## src/rtl/hyperbus_rx_deser_if.sv

```systemverilog
// rtl/hyperbus_rx_deser_if.sv - captured DDR halfword input and assembled word output stream
interface hyperbus_rx_deser_if;
  logic        rx_valid_i;
  logic [7:0]  rx_d0_i;
  logic [7:0]  rx_d1_i;
  logic        word_valid_o;
  logic        word_ready_i;
  logic [31:0] word_data_o;
  logic        word_last_o;

  modport slave (
    input  rx_valid_i, rx_d0_i, rx_d1_i, word_ready_i,
    output word_valid_o, word_data_o, word_last_o
  );

  modport master (
    output rx_valid_i, rx_d0_i, rx_d1_i, word_ready_i,
    input  word_valid_o, word_data_o, word_last_o
  );
endinterface

```

## src/rtl/hyperbus_rx_deser.sv

```systemverilog
// rtl/hyperbus_rx_deser.sv - HyperBus read deserializer: halfword pairs into 32-bit words via a FIFO
// Optional macro HYPERBUS_RX_ERR_CNT_EN adds err_cnt_o, a saturating count of dropped words.
module hyperbus_rx_deser #(
  parameter int FifoDepth = 4
) (
  input  logic                 clk_i,
  input  logic                 rst_i,
  input  logic                 start_i,
  input  logic [15:0]          len_i,
  hyperbus_rx_deser_if.slave   bus,
  output logic                 busy_o,
  output logic                 overflow_o
`ifdef HYPERBUS_RX_ERR_CNT_EN
  ,
  output logic [7:0]           err_cnt_o
`endif
);
  localparam int AW = (FifoDepth > 1) ? $clog2(FifoDepth) : 1;
  localparam logic [AW:0] FULL_CNT = (AW+1)'(FifoDepth);

  typedef enum logic [1:0] {IDLE, RECV, DRAIN} state_t;

  state_t        r_state;
  logic [15:0]   r_len;
  logic [15:0]   r_hw_cnt;
  logic [15:0]   r_lo;
  logic          r_overflow;
  logic [AW-1:0] r_wr_ptr;
  logic [AW-1:0] r_rd_ptr;
  logic [AW:0]   r_count;
  logic [32:0]   r_mem [FifoDepth];

  logic [15:0]   w_hw;
  logic [15:0]   w_hw_cnt_nxt;
  logic          w_rx;
  logic          w_final;
  logic          w_push;
  logic [31:0]   w_word;
  logic          w_empty;
  logic          w_full;
  logic          w_pop;
  logic          w_wr;
  logic          w_drop;

  assign w_hw         = {bus.rx_d1_i, bus.rx_d0_i};
  assign w_hw_cnt_nxt = r_hw_cnt + 16'd1;
  assign w_rx         = (r_state == RECV) && bus.rx_valid_i;
  assign w_final      = (w_hw_cnt_nxt == r_len);
  // An odd counter means a low halfword is already held, so this one completes the pair.
  assign w_push       = w_rx && (r_hw_cnt[0] || w_final);
  assign w_word       = r_hw_cnt[0] ? {w_hw, r_lo} : {16'h0000, w_hw};
  assign w_empty      = (r_count == '0);
  assign w_full       = (r_count == FULL_CNT);
  assign w_pop        = !w_empty && bus.word_ready_i;
  assign w_wr         = w_push && (!w_full || w_pop);
  assign w_drop       = w_push && !w_wr;

  always_ff @(posedge clk_i) begin
    if (rst_i) begin
      r_state    <= IDLE;
      r_len      <= 16'h0000;
      r_hw_cnt   <= 16'h0000;
      r_lo       <= 16'h0000;
      r_overflow <= 1'b0;
    end else begin
      case (r_state)
        IDLE: begin
          if (start_i) begin
            r_overflow <= 1'b0;
            r_hw_cnt   <= 16'h0000;
            r_len      <= len_i;
            if (len_i != 16'h0000) r_state <= RECV;
          end
        end
        RECV: begin
          if (bus.rx_valid_i) begin
            r_hw_cnt <= w_hw_cnt_nxt;
            if (!r_hw_cnt[0]) r_lo <= w_hw;
            if (w_final) r_state <= DRAIN;
          end
          if (w_drop) r_overflow <= 1'b1;
        end
        DRAIN: begin
          if (w_empty) r_state <= IDLE;
        end
        default: r_state <= IDLE;
      endcase
    end
  end

  always_ff @(posedge clk_i) begin
    if (rst_i) begin
      r_wr_ptr <= '0;
      r_rd_ptr <= '0;
      r_count  <= '0;
    end else begin
      if (w_wr) r_wr_ptr <= r_wr_ptr + 1'b1;
      if (w_pop) r_rd_ptr <= r_rd_ptr + 1'b1;
      case ({w_wr, w_pop})
        2'b10:   r_count <= r_count + 1'b1;
        2'b01:   r_count <= r_count - 1'b1;
        default: r_count <= r_count;
      endcase
    end
  end

  // When full, a simultaneous pop frees the read slot, which is exactly the slot written here.
  always_ff @(posedge clk_i) begin
    if (w_wr) r_mem[r_wr_ptr] <= {w_final, w_word};
  end

`ifdef HYPERBUS_RX_ERR_CNT_EN
  logic [7:0] r_err_cnt;

  always_ff @(posedge clk_i) begin
    if (rst_i) begin
      r_err_cnt <= 8'h00;
    end else if (w_drop && (r_err_cnt != 8'hFF)) begin
      r_err_cnt <= r_err_cnt + 8'h01;
    end
  end

  assign err_cnt_o = r_err_cnt;
`endif

  assign bus.word_valid_o = !w_empty;
  assign bus.word_data_o  = w_empty ? 32'h0000_0000 : r_mem[r_rd_ptr][31:0];
  assign bus.word_last_o  = w_empty ? 1'b0 : r_mem[r_rd_ptr][32];
  assign busy_o           = (r_state != IDLE);
  assign overflow_o       = r_overflow;
endmodule
```

## src/flat_wrapper.sv

```systemverilog
// flat-port wrapper written by rule: the top's interface ports become plain ports
module hyperbus_rx_deser_flat 
#(
  parameter int FifoDepth = 4
)
  (clk_i, rst_i, start_i, len_i, busy_o, overflow_o, bus_rx_valid_i, bus_rx_d0_i, bus_rx_d1_i, bus_word_ready_i, bus_word_valid_o, bus_word_data_o, bus_word_last_o);
  hyperbus_rx_deser_if bus_i ();
  input  logic clk_i;
  input  logic rst_i;
  input  logic start_i;
  input  logic [15:0] len_i;
  output logic busy_o;
  output logic overflow_o;
  input wire logic [$bits(bus_i.rx_valid_i)-1:0] bus_rx_valid_i;
  input wire logic [$bits(bus_i.rx_d0_i)-1:0] bus_rx_d0_i;
  input wire logic [$bits(bus_i.rx_d1_i)-1:0] bus_rx_d1_i;
  input wire logic [$bits(bus_i.word_ready_i)-1:0] bus_word_ready_i;
  output wire logic [$bits(bus_i.word_valid_o)-1:0] bus_word_valid_o;
  output wire logic [$bits(bus_i.word_data_o)-1:0] bus_word_data_o;
  output wire logic [$bits(bus_i.word_last_o)-1:0] bus_word_last_o;
  assign bus_i.rx_valid_i = bus_rx_valid_i;
  assign bus_i.rx_d0_i = bus_rx_d0_i;
  assign bus_i.rx_d1_i = bus_rx_d1_i;
  assign bus_i.word_ready_i = bus_word_ready_i;
  assign bus_word_valid_o = bus_i.word_valid_o;
  assign bus_word_data_o = bus_i.word_data_o;
  assign bus_word_last_o = bus_i.word_last_o;
  hyperbus_rx_deser #(.FifoDepth(FifoDepth)) u_core (.clk_i(clk_i), .rst_i(rst_i), .start_i(start_i), .len_i(len_i), .bus(bus_i), .busy_o(busy_o), .overflow_o(overflow_o));
endmodule
```

## config.mk

```make
export PLATFORM = sky130hd
export DESIGN_NAME = hyperbus_rx_deser_flat
export DESIGN_NICKNAME = d
export VERILOG_FILES = /design/src/rtl/hyperbus_rx_deser_if.sv /design/src/rtl/hyperbus_rx_deser.sv /design/src/flat_wrapper.sv
export SDC_FILE = /design/constraint.sdc
export NUM_CORES = 1
export LEC_CHECK = 0
export ABC_AREA = 1
export BUFFER_PORTS_ARGS = -buffer_cell sky130_fd_sc_hd__buf_2
export CORE_MARGIN = 3
export CORE_UTILIZATION = 35
export CTS_CLUSTER_DIAMETER = 150
export DETAILED_ROUTE_END_ITERATION = 6
export MAX_ROUTING_LAYER = met4
export PLACE_DENSITY = 0.49
export SYNTH_ARGS = -nofsm -noshare
export SYNTH_HDL_FRONTEND = slang
export SYNTH_SLANG_ARGS = --single-unit
```

## constraint.sdc

```tcl
create_clock -name clk_i -period 4.2 [get_ports clk_i]
set_input_delay 1.05 -clock clk_i [delete_from_list [all_inputs] [get_ports clk_i]]
set_output_delay 1.05 -clock clk_i [all_outputs]
set_load 0.01 [all_outputs]
```

==> flow_metrics.tcl, run 1 <==
set metrics [dict create \
    outcome "complete, no violations" \
    final_hold_viol_count 0 \
    setup_slack_of_the_worst_register_to_register_path_ns 1.06 \
    pin_count_of_the_biggest_net_entering_global_routing 35 \
    start_kind "register" \
    worst_setup_hold_path_clk_slew_ns 0.07 \
    cts_hold_repair.buffers 0 \
    synth.avg_cell_area_um2 9.06 \
    netlist.area_leader.share 0.463 \
    dieWidth_um 162 \
    worst-setup-path-type "reg2out" \
    fin_setup_tns_ns 0 \
    floorplan.die.height_um 162 \
    numPlacedInstances 1309 \
    hp-class "reg2reg" \
    hold_path_startpoint "u_core.r_lo[11]$_SDFFE_PP0P_" \
    syn_inst 945 \
    post_cts_resize_count 0 \
    clock_tree.root_cell "sky130_fd_sc_hd__clkbuf_16" \
    flow.area_growth_from_synthesis_pct 15.5 \
    syn-cell-area_um2 8560 \
    final_cells 1341 \
    cp.arrival_ns 2.30 \
    synth.yosys.seq_area_share 0.603 \
    drt_first_iter_violations 416 \
    reg2regPathDepth 20 \
    grt_antenna_before_repair 0 \
    synthesis.nets 989 \
    critical_path.endpoint_type "output port" \
    final_cycle_share 0.798 \
    clock.fmax_mhz 299 \
    post_route_cells_drive_above_1_share 0.142 \
    hold-path-cell-count 2 \
    cts_buffer_depth 2 \
    placementRows 56 \
    tritoncts "yes" \
    final.setup_skew_ns 0.0141 \
    antenna_left 0 \
    cp_max_fo 20 \
    globalRouteTotalUtil 0.166 \
    yosysUniqueCellTypes 32 \
    post_drt_via_cell_ratio 4.75 \
    fillers 2378 \
    drcViolationCount 0 \
    globalRoute.totalOverflow 0 \
    leakagePower_nw 3.92 \
    startpoint "u_core.r_count[1]$_SDFFE_PP0P_" \
    cts.repair_timing.setup_buffer_count 0 \
    core_area_um2 23800 \
    vias_after_detailed_routing 6368 \
    initial_core_utilization 0.361 \
    critical_path.reg2reg.startpoint "u_core.r_hw_cnt[0]$_SDFFE_PP0P_" \
    pin_count 73 \
    synth_area_leader "sky130_fd_sc_hd__edfxtp_1" \
    yosys-top-cells-area "sky130_fd_sc_hd__edfxtp_1 (46%), sky130_fd_sc_hd__dfxtp_1 (14%), sky130_fd_sc_hd__nor2_1 (7.0%)" \
    wire_per_inst_um 15.5 \
    clock_tree.htree_level_count 4 \
    rr_endpoint "u_core.r_count[2]$_SDFFE_PP0P_" \
    timing.final.crit_period_ns 3.35 \
    layout.cells.most_common "sky130_fd_sc_hd__nor2_1" \
    via_count_of_the_first_global_routing_pass 6045 \
    drv_cap 0 \
    die_area_um2 26400 \
    worst_slew_pin_tran_ns 0.719 \
    yosys_warnings 0 \
    clkSinkCount 192 \
    n_antenna_cell 0 \
    cellPowerDensity_nw_per_um2 398 \
    final_setup_violation_count 0 \
    rsz0062_at_grt "no" \
    place.port_buffers 72 \
    clk-insertion-delay-late_ns 0.43 \
    wirelength_mm 20.8 \
    crit_path_end "bus_word_data_o[14]" \
    critPathRequiredTime_ns 3.15 \
    slew_headroom 0.517 \
    first_pass_grt_wire_length_mm 32.8 \
    vdd_ir_drop_max_uv 210 \
    gp_congestion 0.843 \
    synth.ff_latch_count 192 \
    drt-pass1-iter-count 5 \
    layout.cells.most_common_list "sky130_fd_sc_hd__nor2_1 (156), sky130_fd_sc_hd__nand2_1 (141), sky130_fd_sc_hd__edfxtp_1 (132), sky130_fd_sc_hd__o21ai_0 (120), sky130_fd_sc_hd__inv_1 (97)" \
    timing.final.max_slew_violations 0 \
    num-nets-final 1053 \
    numCtsBuffers 17 \
    hpwlAfterDp_mm 13.7 \
]
[worst max-delay path, stage by stage (launching register included)]
cell and delay [ns]:
sky130_fd_sc_hd__dfxtp_1 0.36, sky130_fd_sc_hd__nor2_1 0.07, sky130_fd_sc_hd__nand2_1 0.11, sky130_fd_sc_hd__clkinv_1 0.58, sky130_fd_sc_hd__buf_4 0.46, sky130_fd_sc_hd__a21oi_1 0.14, sky130_fd_sc_hd__buf_2 0.15
[stage by stage]
step | power, mW | instance area, µm² | worst slack (ns) | utilization | hold WS (ns)
floorplan | 2.30 | 8560 | 0.807 | - | 0.425
global placement | 2.41 | 9310 | 1.04 | 0.392 | 0.432
detailed placement | 2.42 | 9310 | 1.04 | 0.392 | 0.438
CTS | 3.98 | 9890 | 0.789 | 0.416 | 0.448
global route | 4.09 | 9890 | 0.625 | 0.416 | 0.466
finish | 3.93 | 9890 | 0.850 | 0.416 | 0.448
[where the power goes]
| group | internal [mW] | switching [mW] |
|---|---|---|
| clock network | 0.795 | 0.770 |
| logic | 0.0890 | 0.196 |
| registers | 2.06 | 0.0249 |
[logic make-up (layout without fill, tap and decap cells)]
| group | after synthesis | count (layout) | share of synthesized area |
|---|---|---|---|
| compound gates | 215 | 215 | 0.127 |
| simple gates | 385 | 385 | 0.194 |
| xor+xnor | 2 | 2 | 0.00205 |
| flops | 192 | 192 | 0.603 |
| fa+ha+maj | 7 | 7 | 0.0111 |
| buf+inv | 144 | 221 | 0.0634 |
[cells in the mapped netlist]
cell type / instances
sky130_fd_sc_hd__nor4_1: 2
sky130_fd_sc_hd__clkinv_1: 1
sky130_fd_sc_hd__nand4_1: 17
sky130_fd_sc_hd__nor3_1: 1
sky130_fd_sc_hd__nand2_2: 2
sky130_fd_sc_hd__nand3_2: 1
sky130_fd_sc_hd__nand3_4: 1
sky130_fd_sc_hd__xnor2_1: 1
sky130_fd_sc_hd__nand2_1: 141
sky130_fd_sc_hd__nor2_4: 3
sky130_fd_sc_hd__buf_1: 7
sky130_fd_sc_hd__inv_2: 2
sky130_fd_sc_hd__o21ai_1: 1
sky130_fd_sc_hd__clkbuf_1: 35
sky130_fd_sc_hd__ha_1: 6
sky130_fd_sc_hd__o21bai_2: 1
sky130_fd_sc_hd__nor2_1: 160
sky130_fd_sc_hd__a211oi_1: 1
sky130_fd_sc_hd__nand3_1: 38
sky130_fd_sc_hd__dfxtp_1: 60
sky130_fd_sc_hd__and3_2: 1
sky130_fd_sc_hd__buf_2: 2
sky130_fd_sc_hd__and3_1: 1
sky130_fd_sc_hd__edfxtp_1: 132
sky130_fd_sc_hd__o21ai_0: 120
sky130_fd_sc_hd__nand2_4: 2
sky130_fd_sc_hd__nand3b_1: 8
sky130_fd_sc_hd__xor2_1: 1
sky130_fd_sc_hd__nor2_2: 7
sky130_fd_sc_hd__fa_1: 1
sky130_fd_sc_hd__inv_1: 97
sky130_fd_sc_hd__a21oi_1: 92
[cell type report]
type	count	area, µm²	area share
Tap cell	319	399	0.0404
Timing Repair Buffer	89	488	0.0493
Clock buffer	18	429	0.0434
Inverter	100	375	0.0380
Sequential cell	192	5170	0.522
Clock inverter	14	146	0.0148
Multi-Input combinational cell	609	2890	0.292
[flip-flops by register name (all words and copies together), names as in the netlist, named ones only]
register,flops
u_core.overflow_o,1
u_core.r_count,3
u_core.r_hw_cnt,16
u_core.r_len,16
u_core.r_lo,16
u_core.r_mem,132
u_core.r_rd_ptr,2
u_core.r_state,2
u_core.r_wr_ptr,2
[metal layers]
metal	track usage	vias up	wire length [µm]	share of wire
met5	-	-	0	0
met4	0.0446	0	231	0.011
met3	0.0303	13	600	0.029
met2	0.278	104	10200	0.49
met1	0.208	2952	9800	0.47
li1	-	3299	-	-
[worst min-delay path by stage]
stage	to	slack (ns)
finish	u_core.r_lo[11]$_SDFFE_PP0P_	0.45
global route	u_core.r_lo[13]$_SDFFE_PP0P_	0.47
CTS	u_core.r_lo[11]$_SDFFE_PP0P_	0.45
detailed placement	u_core.r_lo[11]$_SDFFE_PP0P_	0.44
global placement	u_core.r_lo[15]$_SDFFE_PP0P_	0.43
floorplan	u_core.r_lo[0]$_SDFFE_PP0P_	0.42
(Power assumes the default switching activity.)
==> inputs of run 2 (changes only) <==
==> constraint.sdc (replaced) <==
create_clock -name clk_i -period 3.4 [get_ports clk_i]
set_input_delay 0.85 -clock clk_i [delete_from_list [all_inputs] [get_ports clk_i]]
set_output_delay 0.85 -clock clk_i [all_outputs]
set_load 0.01 [all_outputs]
==> run 2 against run 1 <==
Against the previous run: non-clock buffer count grew 3; core utilization up 0.31 points; power is 24% higher; hold slack worse by 0.0032 ns; register-to-register slack lost 0.67 ns; first-iteration DRC count up 5.5%; highest routed layer unchanged; critical path type is now reg2reg; setup slack got worse by 0.46 ns.
==> flow_metrics.tcl, run 2 (synthesis gave the netlist of run 1 again) <==
set metrics [dict create \
    setup_slack_of_the_worst_register_to_register_path_ns 0.39 \
    final_hold_viol_count 0 \
    totalPowerFinal_mw 4.88 \
    clk-insertion-delay-late_ns 0.43 \
    rsz0062_at_grt "no" \
    dpl_worst_slack_ns 0.343 \
    drv_cap 0 \
    dr.max_layer_used "met4" \
    critical_path.reg2reg.startpoint "u_core.r_hw_cnt[1]$_SDFFE_PP0P_" \
    globalRouteTotalUtil 0.171 \
    layout.cells.most_common_list "sky130_fd_sc_hd__nor2_1 (156), sky130_fd_sc_hd__nand2_1 (141), sky130_fd_sc_hd__edfxtp_1 (132), sky130_fd_sc_hd__o21ai_0 (120), sky130_fd_sc_hd__inv_1 (97)" \
    reg2regPathDepth 18 \
    gp_congestion 0.878 \
    numPlacedInstances 1312 \
    final.setup_skew_ns 0.0107 \
    cp_max_fo 7 \
    clkSinkCount 192 \
    hp-class "reg2reg" \
    die_area_um2 26400 \
    slew_headroom 0.501 \
    antenna_left 0 \
    tritoncts "yes" \
    stdcell_area_um2 9960 \
    hpwlAfterDp_mm 13.6 \
    clock.fmax_mhz 332 \
    worst_setup_hold_path_clk_slew_ns 0.07 \
    hold-path-cell-count 2 \
    finalCoreUtilization 0.419 \
    dieWidth_um 162 \
    vdd_ir_drop_max_uv 303 \
    outcome "complete, no violations" \
    final_setup_violation_count 0 \
    crit_path_end "u_core.r_count[2]$_SDFFE_PP0P_" \
    clock_tree.root_cell "sky130_fd_sc_hd__clkbuf_16" \
    met1Wirelength_mm 9.75 \
    fin_setup_tns_ns 0 \
    worst-setup-path-type "reg2reg" \
    setup_slack_ns 0.389 \
    critical_path.endpoint_type "register" \
    cts_hold_repair.buffers 0 \
    post_route_cells_drive_above_1_share 0.145 \
    met2RoutedLength_mm 10.4 \
    rr_endpoint "u_core.r_count[2]$_SDFFE_PP0P_" \
    n_antenna_cell 0 \
    grt_antenna_before_repair 0 \
    cts_buffer_depth 2 \
    layout.cells.most_common "sky130_fd_sc_hd__nor2_1" \
    startpoint "u_core.r_hw_cnt[1]$_SDFFE_PP0P_" \
    fillers 2382 \
    floorplan.die.height_um 162 \
    regMostFlops "u_core.r_mem" \
    flow.area_growth_from_synthesis_pct 16.3 \
    globalRoute.totalOverflow 0 \
    pin_count 73 \
    place.port_buffers 72 \
    final_cells 1344 \
    core_area_um2 23800 \
    post_drt_via_cell_ratio 4.79 \
    timing.final.crit_period_ns 3.01 \
    final_cycle_share 0.885 \
    wl_met3_um 712 \
    start_kind "register" \
    wirelength_mm 21.2 \
    drt_first_iter_violations 439 \
    dpl-instance-area_um2 9370 \
    placementRows 56 \
    fin_worst_hold_slack_ns 0.445 \
    largest_register_ffs 132 \
    leakagePower_nw 3.96 \
    cellPowerDensity_nw_per_um2 490 \
    num-nets-final 1056 \
    initial_core_utilization 0.361 \
    wire_per_inst_um 15.8 \
    cp.arrival_ns 3.33 \
    critPathRequiredTime_ns 3.71 \
    pin_count_of_the_biggest_net_entering_global_routing 41 \
    drcViolationCount 0 \
    numCtsBuffers 17 \
    clock_tree.htree_level_count 4 \
    via_count_of_the_first_global_routing_pass 6173 \
    vias_after_detailed_routing 6434 \
    timing.final.max_slew_violations 0 \
    first_pass_grt_wire_length_mm 33.7 \
    drt-pass1-iter-count 5 \
    worst_slew_pin_tran_ns 0.748 \
]
run 2: cell types whose count changed in the layout (fill, tap and decap cells not counted), sizes merged:
cell      delta
inv          +1
clkinv       +2
clkinvlp     -3
buf          +3
run 2: critical path, cell delays in order (launching register included):
cell                       delay [ns]
sky130_fd_sc_hd__dfxtp_1         0.41
sky130_fd_sc_hd__ha_1            0.22
sky130_fd_sc_hd__nand3_1         0.13
sky130_fd_sc_hd__nor2_2          0.22
sky130_fd_sc_hd__nand2_1         0.12
sky130_fd_sc_hd__nand3_1         0.10
sky130_fd_sc_hd__nand2_1         0.06
sky130_fd_sc_hd__nand3b_1        0.12
sky130_fd_sc_hd__nor2_2          0.05
sky130_fd_sc_hd__nand3_2         0.10
sky130_fd_sc_hd__nand2_4         0.07
sky130_fd_sc_hd__nand3_4         0.16
sky130_fd_sc_hd__ha_1            0.17
sky130_fd_sc_hd__inv_1           0.07
sky130_fd_sc_hd__fa_1            0.37
sky130_fd_sc_hd__a21oi_1         0.15
sky130_fd_sc_hd__o21ai_0         0.12
sky130_fd_sc_hd__o21ai_0         0.19
sky130_fd_sc_hd__a21oi_1         0.05
run 2: worst min-delay path by stage:
stage,startpoint,endpoint,slack [ns]
2_1_floorplan,u_core.r_lo[0]$_SDFFE_PP0P_,u_core.r_lo[0]$_SDFFE_PP0P_,0.42
3_3_place_gp,u_core.r_lo[9]$_SDFFE_PP0P_,u_core.r_lo[9]$_SDFFE_PP0P_,0.43
3_5_place_dp,u_core.r_lo[9]$_SDFFE_PP0P_,u_core.r_lo[9]$_SDFFE_PP0P_,0.44
4_1_cts,u_core.r_lo[9]$_SDFFE_PP0P_,u_core.r_lo[9]$_SDFFE_PP0P_,0.45
5_1_grt,u_core.r_lo[9]$_SDFFE_PP0P_,u_core.r_lo[9]$_SDFFE_PP0P_,0.47
6_report,u_core.r_lo[9]$_SDFFE_PP0P_,u_core.r_lo[9]$_SDFFE_PP0P_,0.45
run 2: where the power goes:
| group | switching (mW) | internal (mW) | leakage (nW) |
|---|---|---|---|
| sequential | 0.0274 | 2.54 | 1.80 |
| clock | 0.965 | 0.992 | 0.288 |
| combinational | 0.248 | 0.111 | 1.87 |
run 2: layout make-up:
cell class                      count  area (µm²)  area share
Inverter                          100         375      0.0377
Tap cell                          319         399      0.0401
Multi-Input combinational cell    609        2890       0.290
Clock buffer                       18         429      0.0431
Sequential cell                   192        5170       0.519
Clock inverter                     14         158      0.0158
Timing Repair Buffer               92         548      0.0550
run 2: repair_timing:
| action | 4_1_cts | 5_1_grt |
|---|---|---|
| setup endpoints to repair | 0 | 1 |
| setup buffers | 0 | 0 |
| gates resized for setup | 0 | 1 |
run 2: per-layer routing:
layer,vias up,global-route usage
li1,3300,-
met1,3001,0.214
met2,108,0.287
met3,25,0.0285
met4,0,0.0516
met5,-,-
